<file path="config.mk">
export PLATFORM = sky130hd
export DESIGN_NAME = video_pattern_gen
export DESIGN_NICKNAME = d
export VERILOG_FILES = /design/src/rtl/video_pattern_gen_pkg.sv /design/src/rtl/video_pattern_gen_pattern_pixel.sv /design/src/rtl/video_pattern_gen.sv
export SDC_FILE = /design/constraint.sdc
export NUM_CORES = 1
export LEC_CHECK = 0
export CAP_MARGIN = 20
export CORE_ASPECT_RATIO = 0.9
export CORE_MARGIN = 4
export CORE_UTILIZATION = 58
export CTS_CLUSTER_SIZE = 16
export DETAILED_ROUTE_END_ITERATION = 10
export PLACE_DENSITY = 0.92
export SLEW_MARGIN = 20
export SYNTH_ARGS = -nofsm -noshare
export SYNTH_HDL_FRONTEND = slang
export SYNTH_SLANG_ARGS = --single-unit
export TNS_END_PERCENT = 50
</file>
<file path="constraint.sdc">
create_clock -name clk -period 6.48 [get_ports clk]
set_input_delay 1.296 -clock clk [delete_from_list [all_inputs] [get_ports clk]]
set_output_delay 1.296 -clock clk [all_outputs]
set_load 0.01 [all_outputs]
</file>
<file path="src/rtl/video_pattern_gen_pkg.sv">
// Shared video definitions: the YCbCr pixel layout, reference colours,
// test-pattern encodings and the control-word layout used by the VIP blocks.
package video_pattern_gen_pkg;

    typedef struct packed {
        logic [7:0] y;
        logic [7:0] cb;
        logic [7:0] cr;
    } pixel_t;

    localparam pixel_t BLACK = 24'h008080;
    localparam pixel_t WHITE = 24'hFF8080;

    typedef enum logic [1:0] {
        PAT_BARS     = 2'd0,
        PAT_GRADIENT = 2'd1,
        PAT_CHECKER  = 2'd2,
        PAT_SOLID    = 2'd3
    } pattern_e;

    // Control word: {width[15:0], height[15:0], pattern[1:0], reserved[1:0]}
    function automatic logic [35:0] ctrl_word(input logic [15:0] width,
                                              input logic [15:0] height,
                                              input logic [1:0]  pattern);
        return {width, height, pattern, 2'b00};
    endfunction

endpackage

</file>
<file path="src/rtl/video_pattern_gen_pattern_pixel.sv">
// Combinational pixel colouring for the test patterns; the caller supplies
// the low x bits, the y parity, the checker phase and the bar index.
module pattern_pixel
    import video_pattern_gen_pkg::*;
(
    input  logic [7:0]  x_lo_i,
    input  logic        y_odd_i,
    input  logic        check_i,
    input  logic [2:0]  bar_i,
    input  logic [1:0]  pattern_i,
    input  logic [23:0] solid_i,
    output logic [23:0] pixel_o
);

    pixel_t pix_s;

    // Pattern select; chroma stays neutral except for the solid colour.
    always_comb begin
        pix_s = BLACK;
        case (pattern_e'(pattern_i))
            PAT_BARS:     pix_s.y = {bar_i, 5'b11111};
            PAT_GRADIENT: pix_s.y = x_lo_i ^ {8{y_odd_i}};
            PAT_CHECKER: begin
                if (check_i) begin
                    pix_s = WHITE;
                end else begin
                    pix_s = BLACK;
                end
            end
            PAT_SOLID:    pix_s = solid_i;
            default:      pix_s = BLACK;
        endcase
    end

    assign pixel_o = pix_s;

endmodule

</file>
<file path="src/rtl/video_pattern_gen.sv">
// Test-pattern video source: control strobe, then one frame of pixels with
// valid/ready flow control, then an idle gap.
module video_pattern_gen
    import video_pattern_gen_pkg::*;
#(
    parameter int WIDTH      = 1920,
    parameter int HEIGHT     = 1080,
    parameter int FRAME_GAP  = 4,
    parameter int CHECK_LOG2 = 5
) (
    input  logic        clk,
    input  logic        rst,
    input  logic        enable,
    input  logic [1:0]  pattern_sel,
    input  logic [23:0] solid_color,
    output logic [23:0] video_out_data,
    output logic        video_out_valid,
    input  logic        video_out_ready,
    output logic        video_out_sop,
    output logic        video_out_eop,
    output logic [35:0] control_out_data,
    output logic        control_out_valid,
    output logic [15:0] frame_count
);

    localparam logic [1:0] S_IDLE   = 2'd0;
    localparam logic [1:0] S_CTRL   = 2'd1;
    localparam logic [1:0] S_ACTIVE = 2'd2;
    localparam logic [1:0] S_GAP    = 2'd3;

    localparam int         BAR_LEN  = (WIDTH / 8 > 0) ? WIDTH / 8 : 1;
    localparam logic [15:0] X_LAST   = 16'(WIDTH - 1);
    localparam logic [15:0] Y_LAST   = 16'(HEIGHT - 1);
    localparam logic [15:0] BAR_LAST = 16'(BAR_LEN - 1);
    localparam logic [15:0] GAP_LAST = 16'(FRAME_GAP - 1);

    logic [1:0]  state_q,      state_d;
    logic [15:0] x_q,          x_d;
    logic [15:0] y_q,          y_d;
    logic [2:0]  bar_q,        bar_d;
    logic [15:0] bar_cnt_q,    bar_cnt_d;
    logic        done_q,       done_d;
    logic [15:0] gap_q,        gap_d;
    logic [1:0]  pattern_q,    pattern_d;
    logic [23:0] solid_q,      solid_d;
    logic [23:0] data_q,       data_d;
    logic        valid_q,      valid_d;
    logic        sop_q,        sop_d;
    logic        eop_q,        eop_d;
    logic [35:0] ctrl_data_q,  ctrl_data_d;
    logic        ctrl_valid_q, ctrl_valid_d;
    logic [15:0] frame_q,      frame_d;

    logic [23:0] pix_s;
    logic        load_s;
    logic        xfer_s;
    logic        first_s;
    logic        last_x_s;
    logic        last_s;

    pattern_pixel u_pattern_pixel (
        .x_lo_i    (x_q[7:0]),
        .y_odd_i   (y_q[0]),
        .check_i   (x_q[CHECK_LOG2] ^ y_q[CHECK_LOG2]),
        .bar_i     (bar_q),
        .pattern_i (pattern_q),
        .solid_i   (solid_q),
        .pixel_o   (pix_s)
    );

    // The counters point at the next pixel to present; the output register
    // refills whenever it is empty or being consumed, until the frame's last
    // pixel has been loaded.
    assign load_s   = (!valid_q || video_out_ready) && !done_q;
    assign xfer_s   = valid_q && video_out_ready;
    assign first_s  = (x_q == 16'd0) && (y_q == 16'd0);
    assign last_x_s = (x_q == X_LAST);
    assign last_s   = last_x_s && (y_q == Y_LAST);

    // Next-state logic for the frame FSM, counters and output registers.
    always_comb begin
        state_d      = state_q;
        x_d          = x_q;
        y_d          = y_q;
        bar_d        = bar_q;
        bar_cnt_d    = bar_cnt_q;
        done_d       = done_q;
        gap_d        = gap_q;
        pattern_d    = pattern_q;
        solid_d      = solid_q;
        data_d       = data_q;
        valid_d      = valid_q;
        sop_d        = sop_q;
        eop_d        = eop_q;
        ctrl_data_d  = ctrl_data_q;
        ctrl_valid_d = 1'b0;
        frame_d      = frame_q;
        case (state_q)
            S_IDLE: begin
                if (enable) begin
                    state_d = S_CTRL;
                end else begin
                    state_d = S_IDLE;
                end
            end
            S_CTRL: begin
                pattern_d    = pattern_sel;
                solid_d      = solid_color;
                ctrl_data_d  = ctrl_word(16'(WIDTH), 16'(HEIGHT), pattern_sel);
                ctrl_valid_d = 1'b1;
                x_d          = 16'd0;
                y_d          = 16'd0;
                bar_d        = 3'd0;
                bar_cnt_d    = 16'd0;
                done_d       = 1'b0;
                state_d      = S_ACTIVE;
            end
            S_ACTIVE: begin
                if (load_s) begin
                    data_d  = pix_s;
                    valid_d = 1'b1;
                    sop_d   = first_s;
                    eop_d   = last_s;
                    if (last_s) begin
                        done_d = 1'b1;
                    end else if (last_x_s) begin
                        x_d       = 16'd0;
                        y_d       = y_q + 16'd1;
                        bar_d     = 3'd0;
                        bar_cnt_d = 16'd0;
                    end else begin
                        x_d = x_q + 16'd1;
                        if (bar_cnt_q == BAR_LAST) begin
                            bar_cnt_d = 16'd0;
                            bar_d     = bar_q + 3'd1;
                        end else begin
                            bar_cnt_d = bar_cnt_q + 16'd1;
                        end
                    end
                end else if (xfer_s) begin
                    valid_d = 1'b0;
                    sop_d   = 1'b0;
                    eop_d   = 1'b0;
                    if (eop_q) begin
                        state_d = S_GAP;
                        gap_d   = GAP_LAST;
                        frame_d = frame_q + 16'd1;
                    end else begin
                        state_d = S_ACTIVE;
                    end
                end else begin
                    state_d = S_ACTIVE;
                end
            end
            S_GAP: begin
                if (gap_q == 16'd0) begin
                    if (enable) begin
                        state_d = S_CTRL;
                    end else begin
                        state_d = S_IDLE;
                    end
                end else begin
                    gap_d = gap_q - 16'd1;
                end
            end
            default: state_d = S_IDLE;
        endcase
    end

    // State and output registers with synchronous reset.
    always_ff @(posedge clk) begin
        if (rst) begin
            state_q      <= S_IDLE;
            x_q          <= 16'd0;
            y_q          <= 16'd0;
            bar_q        <= 3'd0;
            bar_cnt_q    <= 16'd0;
            done_q       <= 1'b0;
            gap_q        <= 16'd0;
            pattern_q    <= 2'd0;
            solid_q      <= 24'd0;
            data_q       <= BLACK;
            valid_q      <= 1'b0;
            sop_q        <= 1'b0;
            eop_q        <= 1'b0;
            ctrl_data_q  <= 36'd0;
            ctrl_valid_q <= 1'b0;
            frame_q      <= 16'd0;
        end else begin
            state_q      <= state_d;
            x_q          <= x_d;
            y_q          <= y_d;
            bar_q        <= bar_d;
            bar_cnt_q    <= bar_cnt_d;
            done_q       <= done_d;
            gap_q        <= gap_d;
            pattern_q    <= pattern_d;
            solid_q      <= solid_d;
            data_q       <= data_d;
            valid_q      <= valid_d;
            sop_q        <= sop_d;
            eop_q        <= eop_d;
            ctrl_data_q  <= ctrl_data_d;
            ctrl_valid_q <= ctrl_valid_d;
            frame_q      <= frame_d;
        end
    end

    assign video_out_data    = data_q;
    assign video_out_valid   = valid_q;
    assign video_out_sop     = sop_q;
    assign video_out_eop     = eop_q;
    assign control_out_data  = ctrl_data_q;
    assign control_out_valid = ctrl_valid_q;
    assign frame_count       = frame_q;

endmodule
</file>
==> summary.txt, run 1 <==
CTS
  • Clock Sinks: 141
  • Post-cts sizing count: 0
  • Post-CTS Setup Bufs: 0
  • Clk buf depth: 2
  • CTS clk-pin slew, worst paths: 60 ps
  • H-tree Lvls: 4
  • CTS Buf Count: 17
  • TritonCTS clock tree: built
  • Skew-Pair Late Insertion Delay: 430 ps
  • Cts hold-fix bufs: 0
  • CTS root buf: clkbuf_16

Power and ir drop
  • Static leakage power: 2.874 nW
  • PD cells: 333.9 nW/um^2
  • Peak supply drop: 0.2289 mV

Yosys
  • Post-Syn Instances: 869
  • YS warnings: 0
  • Post-synth top flop: dfxtp_1
  • Yosys cell types: 61
  • Simple-gate share of the synthesized area: 27.37%
  • Post-synthesis compound-gate area fraction: 15.21%
  • Number of synthesized register bits: 141
  • Syn_area_per_cell: 8.134 um^2
  • Largest family of logic cells by synthesized area: simple AND/OR/NAND/NOR gates
  • Mux cell area share after synthesis: 4.266%
  • Seq/Total Area, Yosys: 39.94%
  • Synthesized area: 7068 um^2
  • Synth Area in Adders: 1.947%
  • Ys async rst share: 0%
  • Xor/xnor share of the synthesized area: 3.594%
  • Post-synth EDFFs: 0

Timing
  • Setup-failing EPs final: 0
  • Setup TNS: 0 ps
  • Slew @ Worst Pin: 964.5 ps
  • RSZ-0062 raised after global routing: no
  • Min cycle time layout: 3424 ps
  • Final Cycle Share: 52.84%
  • Max Fclk: 292.0 MHz
  • Final Slew Violations: 0
  • Final hold vios: 0
  • Setup Skew: 14.48 ps
  • PnR worst setup slack: 3056 ps
  • Slew headroom: 35.70%

Min path
  • Hold path startpoint: video_out_data[1]
  • Hold crit path type: flop to flop

Outcome
  • Outcome: complete, no violations

Die
  • Initial Utilization: 60.59%
  • Die height: 112.7 um
  • Die ar.: 14020 um^2
  • Chip Width: 124.4 um
  • # IOs: 110
  • Rows: 37
  • Core footprint: 11670 um^2

Critical path
  • Required @ worst endpoint: 6780 ps
  • Crit-path slowest cell: ha_2
  • Cell family with the largest share of critical-path delay: compound AO/OA/AOI/OAI gates
  • Worst Setup Path Type: flop to flop
  • Most common cell on crit path: buf_4
  • CP bufs+invs: 2
  • FF-to-FF Start: state_q[0]
  • Critical Path Sink Type: flop
  • CP arrival: 3720 ps
  • Worst setup SP type: flop
  • Max FO, Critical Path: 30
  • CP max stage delay: 810 ps
  • CP cell instances: ha_2 > nor2b_1 > a21oi_1 > buf_4 > a31oi_1 > buf_4 > a21o_1 > nor2_1
  • Crit path launch: state_q[0]

Cells and area
  • P&R area growth vs syn: 18.78%
  • Design area: 8396 um^2
  • Post-Route Utilization: 71.96%
  • Share of layout cells above drive strength 1: 6.310%
  • Fillers: 830
  • # diodes: 0
  • NumNets Final: 963
  • Fin cells: 1091

Detailed routing
  • WL/cell: 17.11 um
  • DRT iter0 DRCs: 918
  • Vias per cell: 6.202
  • 1st-pass router iterations: 5
  • Vias after detailed routing: 6766
  • Post-route ant nets: 0
  • DRC Markers: 0
  • Post-Route WL: 18670 um

Placed design
  • DP Wirelength: 11820 um
  • Gp weighted congestion: 0.8757
  • Cell area after placement: 7799 um^2
  • PortBufs: 83
  • Post-Place Setup Slack: 2719 ps
  • Placed insts: 1059

Flow run
  • Number of max-cap violations: 0

GRT
  • Total global-route track usage: 26.17%
  • Global-route wire length before repair: 30770 um
  • Initial antenna violation count: 0
  • Vias in the first global route: 6309
  • Largest net degree at the start of global routing: 96
  • Grt ovf: 0
==> worst register-to-register path, cell delays in order, from the launching register on <==
cell	delay, ps
dfxtp_1	410
ha_2	810
nor2b_1	490
a21oi_1	80
buf_4	230
a31oi_1	530
buf_4	290
a21o_1	380
nor2_1	90
==> synthesized netlist by cell type (2+ instances only) <==
cell,count,area share (%)
mux2i_1,29,4.1
or4b_2,2,0.28
nand2b_1,5,0.44
buf_2,2,0.14
and2_1,4,0.35
a32o_1,2,0.28
o21ai_0,42,3.0
dfxtp_1,141,40
a21oi_1,73,5.2
buf_6,2,0.32
o211ai_1,6,0.64
o21ai_1,6,0.42
nand4b_1,2,0.25
clkbuf_1,40,2.1
buf_4,34,3.6
inv_1,22,1.2
or3_1,23,2.0
a21o_1,2,0.21
xnor2_1,21,2.6
buf_1,5,0.27
nor4_2,2,0.35
or2_2,2,0.18
o31ai_1,9,0.96
nor3b_1,2,0.21
nor2_1,78,4.1
nor2b_1,6,0.53
and4_1,6,0.74
or4_1,28,3.0
a31oi_1,14,1.2
or3b_2,2,0.25
a211oi_1,7,0.74
o22ai_1,3,0.27
and3_1,13,1.2
nor4_1,13,1.2
nand3b_1,2,0.21
xor2_1,8,0.99
nor4b_1,4,0.50
ha_1,11,1.9
nand3_1,50,3.5
a311oi_1,3,0.37
nand2_1,83,4.4
nor3_1,20,1.4
nand4_1,21,1.9
a22o_1,2,0.25
==> state kept, by name (all words and copies together), names as in the netlist <==
signal / count
bar_cnt_q: 16
bar_q: 3
control_out_data: 2
control_out_valid: 1
done_q: 1
frame_count: 16
gap_q: 16
pattern_q: 1
solid_q: 24
state_q: 2
video_out_data: 24
video_out_eop: 1
video_out_sop: 1
video_out_valid: 1
x_q: 16
y_q: 16
==> kinds of logic (layout without fill, tap and decap cells) <==
| family | after synthesis | after routing |
|---|---|---|
| and+or+nand+nor | 371 | 371 |
| AOI/OAI and AO/OA | 181 | 181 |
| DFF | 141 | 141 |
| buffers and inverters | 105 | 146 |
| muxes | 30 | 30 |
| xor gates and xnor gates | 29 | 29 |
| adders and majority gates | 11 | 11 |
| other | 1 | 26 |
==> final timing paths <==
| path | to | slack [ps] | cells past startpoint |
|---|---|---|---|
| setup / recovery | bar_cnt_q[0] | 3060 | 8 |
| hold / removal | video_out_data[1] | 460 | 2 |
| setup reg to reg | bar_cnt_q[0] | 3060 | 8 |
| hold reg to reg | video_out_data[1] | 460 | 2 |
==> through the flow <==
stage | total power, mW | hold slack, ps
2_1_floorplan | 1.594 | 438.2
3_3_place_gp | 1.778 | 438.4
3_5_place_dp | 1.804 | 442.6
4_1_cts | 2.787 | 452.4
5_1_grt | 2.926 | 482.1
6_report | 2.803 | 456.2
==> final cells by class <==
| type | instances | area (um^2) | share of cell area (%) |
|---|---|---|---|
| Clock inverter | 15 | 163.9 | 1.952 |
| Sequential cell | 141 | 2823 | 33.62 |
| Multi-Input combinational cell | 648 | 3812 | 45.41 |
| Timing Repair Buffer | 92 | 893.4 | 10.64 |
| Clock buffer | 17 | 425.4 | 5.067 |
| Tap cell | 156 | 195.2 | 2.325 |
| Inverter | 22 | 82.58 | 0.9836 |
==> layer usage <==
metal / vias to the layer above / track usage (%) / share of wire (%)
li1: 3193 / - / -
met1: 3162 / 32.76 / 41
met2: 341 / 43.08 / 48
met3: 70 / 5.946 / 7.6
met4: 0 / 12.42 / 3.0
met5: - / 0 / 0
==> cell usage in the layout (no fill, tap or decap), types with 6 or more instances in the layout <==
master / synthesis / layout
xnor2_1: 21 / 21
mux2i_1: 29 / 29
conb_1: 1 / 26
or4_1: 28 / 28
nand2_1: 83 / 82
dfxtp_1: 141 / 141
nor2b_1: 6 / 6
and3_1: 13 / 13
inv_1: 22 / 22
clkdlybuf4s50_1: 0 / 82
and4_1: 6 / 6
o21ai_1: 6 / 6
a211oi_1: 7 / 7
buf_4: 34 / 9
clkbuf_16: 0 / 17
a21oi_1: 73 / 73
a31oi_1: 14 / 14
or3_1: 23 / 23
ha_1: 11 / 10
nor2_1: 78 / 77
o21ai_0: 42 / 42
xor2_1: 8 / 8
o211ai_1: 6 / 6
nand4_1: 21 / 21
o31ai_1: 9 / 9
nand3_1: 50 / 50
nor3_1: 20 / 19
nor4_1: 13 / 13
==> where the power goes <==
| group | internal (mW) | leakage, nW | total, mW | switching (mW) |
|---|---|---|---|---|
| logic | 0.299 | 1.44 | 0.790 | 0.491 |
| clock network | 0.549 | 0.289 | 0.985 | 0.436 |
| registers | 0.954 | 1.14 | 1.03 | 0.0739 |
| total | 1.80 | 2.87 | 2.80 | 1.00 |
Note: power is estimated with default switching activity, not from simulation.
==> run 2: changes to the inputs <==
- CORE_UTILIZATION: 58 -> 54
- PLACE_DENSITY: 0.92 -> 0.87
- clock period: 6.48 -> 3.25 ns (I/O delays scaled with it)
==> run 2 against run 1 <==
Largest cell class unchanged. Clock-buffer cell count increased by 1. Die area increased by 6.9%. Global-route usage decreased by 2.0 points. Critical path type unchanged. Design area increased by 1.4%.
==> summary.txt, run 2 (synthesis gave the netlist of run 1 again) <==
Critical path
  • Max FO, Critical Path: 13 (was 30)
  • CP arrival: 3090 ps (was 3720 ps)
  • R2R cell count: 6 (was 8)
  • FF-to-FF Start: x_q[1] (was state_q[0])
  • Reg2reg end: y_q[1] (was bar_cnt_q[0])
  • Reg2reg setup slack: 510 ps (was 3060 ps)
  • Worst Setup Path Type: flop to flop (unchanged)
  • Critical Path Sink Type: flop (unchanged)
  • Required @ worst endpoint: 3600 ps (was 6780 ps)
  • Worst setup SP type: flop (unchanged)

CTS
  • CTS Buf Count: 17 (unchanged)
  • Cts hold-fix bufs: 0 (unchanged)
  • CTS root buf: clkbuf_16 (unchanged)
  • Skew-Pair Late Insertion Delay: 430 ps (about the same)
  • Clk buf depth: 2 (unchanged)
  • Post-cts sizing count: 0 (unchanged)
  • Clock Sinks: 141 (unchanged)
  • Post-CTS Setup Bufs: 0 (unchanged)
  • CTS clk-pin slew, worst paths: 70 ps (was 60 ps)
  • TritonCTS clock tree: built (unchanged)
  • H-tree Lvls: 4 (unchanged)

Power and ir drop
  • Seq pwr share: 36.6% (was 36.7%)
  • Clock share of power: 34.2% (was 35.1%)
  • PD cells: 653.7 nW/um^2 (was 333.9 nW/um^2)
  • Static leakage power: 2.945 nW (was 2.874 nW)
  • Int Power: 3.585 mW (was 1.802 mW)
  • Switching pwr: 1.980 mW (was 1.001 mW)
  • Peak supply drop: 0.4082 mV (was 0.2289 mV)
  • Comb pwr share: 29.2% (was 28.2%)
  • Sw Ratio: 35.58% (was 35.71%)

Detailed routing
  • WL/cell: 16.34 um (was 17.11 um)
  • 1st-pass router iterations: 5 (unchanged)
  • Vias per cell: 6.036 (was 6.202)
  • DRC Markers: 0 (unchanged)
  • Post-route ant nets: 0 (unchanged)
  • DRT iter0 DRCs: 652 (was 918)
  • Vias after detailed routing: 6724 (was 6766)
  • Post-Route WL: 18200 um (was 18670 um)

GRT
  • Grt ovf: 0 (unchanged)
  • Vias in the first global route: 6140 (was 6309)
  • Total global-route track usage: 24.14% (was 26.17%)
  • Largest net degree at the start of global routing: 55 (was 96)
  • Initial antenna violation count: 0 (unchanged)
  • Global-route wire length before repair: 29530 um (was 30770 um)

Cells and area
  • Share of layout cells above drive strength 1: 7.579% (was 6.310%)
  • P&R area growth vs syn: 20.45% (was 18.78%)
  • # diodes: 0 (unchanged)
  • Commonest non-fill, non-tap cells in the layout: dfxtp_1, nand2_1, clkdlybuf4s50_1 (unchanged)
  • Fillers: 993 (was 830)
  • Post-Route Utilization: 66.84% (was 71.96%)
  • Fin cells: 1114 (was 1091)
  • NumNets Final: 978 (was 963)
  • Commonest non-fill, non-tap cell in the layout: dfxtp_1 (unchanged)

Timing
  • Slew @ Worst Pin: 1007 ps (was 964.5 ps)
  • Final Slew Violations: 0 (unchanged)
  • Slew headroom: 32.39% (was 35.70%)
  • RSZ-0062 raised after global routing: no (unchanged)
  • Final Cycle Share: 84.22% (was 52.84%)
  • Max Fclk: 365.4 MHz (was 292.0 MHz)
  • Setup-failing EPs final: 0 (unchanged)
  • Min cycle time layout: 2737 ps (was 3424 ps)
  • PnR worst setup slack: 513.0 ps (was 3056 ps)
  • Setup Skew: 9.532 ps (was 14.48 ps)
  • Setup TNS: 0 ps (unchanged)
  • Final Hold Slack: 454.5 ps (was 456.2 ps)
  • Final hold vios: 0 (unchanged)

Die
  • Core footprint: 12740 um^2 (was 11670 um^2)
  • Die height: 116.5 um (was 112.7 um)
  • Die ar.: 14990 um^2 (was 14020 um^2)
  • # IOs: 110 (unchanged)
  • Rows: 39 (was 37)
  • Chip Width: 128.6 um (was 124.4 um)
  • Initial Utilization: 55.50% (was 60.59%)

Min path
  • Hold Path End: video_out_sop (was video_out_data[1])
  • Hold crit path type: flop to flop (unchanged)
  • WHS Path Cells: 2 (unchanged)
  • Hold path startpoint: video_out_sop (was video_out_data[1])

Flow run
  • Number of max-cap violations: 0 (unchanged)

Placed design
  • Placed insts: 1082 (was 1059)
  • Post-Place Setup Slack: 447.6 ps (was 2719 ps)
  • DP Wirelength: 12220 um (was 11820 um)
  • Gp weighted congestion: 0.8609 (was 0.8757)
  • PortBufs: 83 (unchanged)

Outcome
  • Outcome: complete, no violations (unchanged)
## run 2: area by class of cell
cell class	instances	area, um^2	area share (%)
multi-input combinational	648	3805	44.69
sequential	141	2823	33.16
timing repair buffer	107	1008	11.85
clock buffer	18	439.2	5.159
tap	164	205.2	2.410
clock inverter	14	150.1	1.764
inverter	22	82.58	0.9700
## run 2: power by group through the flow
stage	registers, mW	clock network [mW]	logic [mW]
3_5_place_dp	2.07	0	1.59
3_3_place_gp	2.06	0	1.56
6_report	2.04	1.90	1.62
2_1_floorplan	2.07	0	1.11
4_1_cts	2.03	1.92	1.61
5_1_grt	2.06	2.01	1.78
## run 2: worst max-delay path by stage
| stage | start | endpoint | slack [ps] | cells past startpoint |
|---|---|---|---|---|
| after floorplan | y_q[9] | x_q[2] | 880 | 7 |
| after global placement | video_out_ready | y_q[1] | 470 | 7 |
| after detailed placement | video_out_ready | bar_cnt_q[9] | 450 | 7 |
| after CTS | x_q[0] | y_q[1] | 540 | 6 |
| after global routing | x_q[1] | y_q[1] | 350 | 6 |
| final | x_q[1] | y_q[1] | 510 | 6 |
## run 2: layer usage
metal,track usage (%),share of wire [%],up-vias
li1,-,-,3229
met1,31.97,44,3167
met2,38.04,47,289
met3,5.487,6.6,39
met4,10.43,2.4,0
met5,0,0,-
## run 2: critical path: stages, from the launching register on
cell	delay [ps]
dfxtp_1	450
ha_1	290
nand4_1	230
or4_1	760
o31ai_4	270
o21ai_1	380
o22ai_1	280
## run 2: per-stage QoR
stage,instance area (um^2),power (mW)
3_3_place_gp,7924,3.618
5_1_grt,8513,5.846
3_5_place_dp,7924,3.656
4_1_cts,8513,5.571
6_report,8513,5.565
2_1_floorplan,7162,3.179
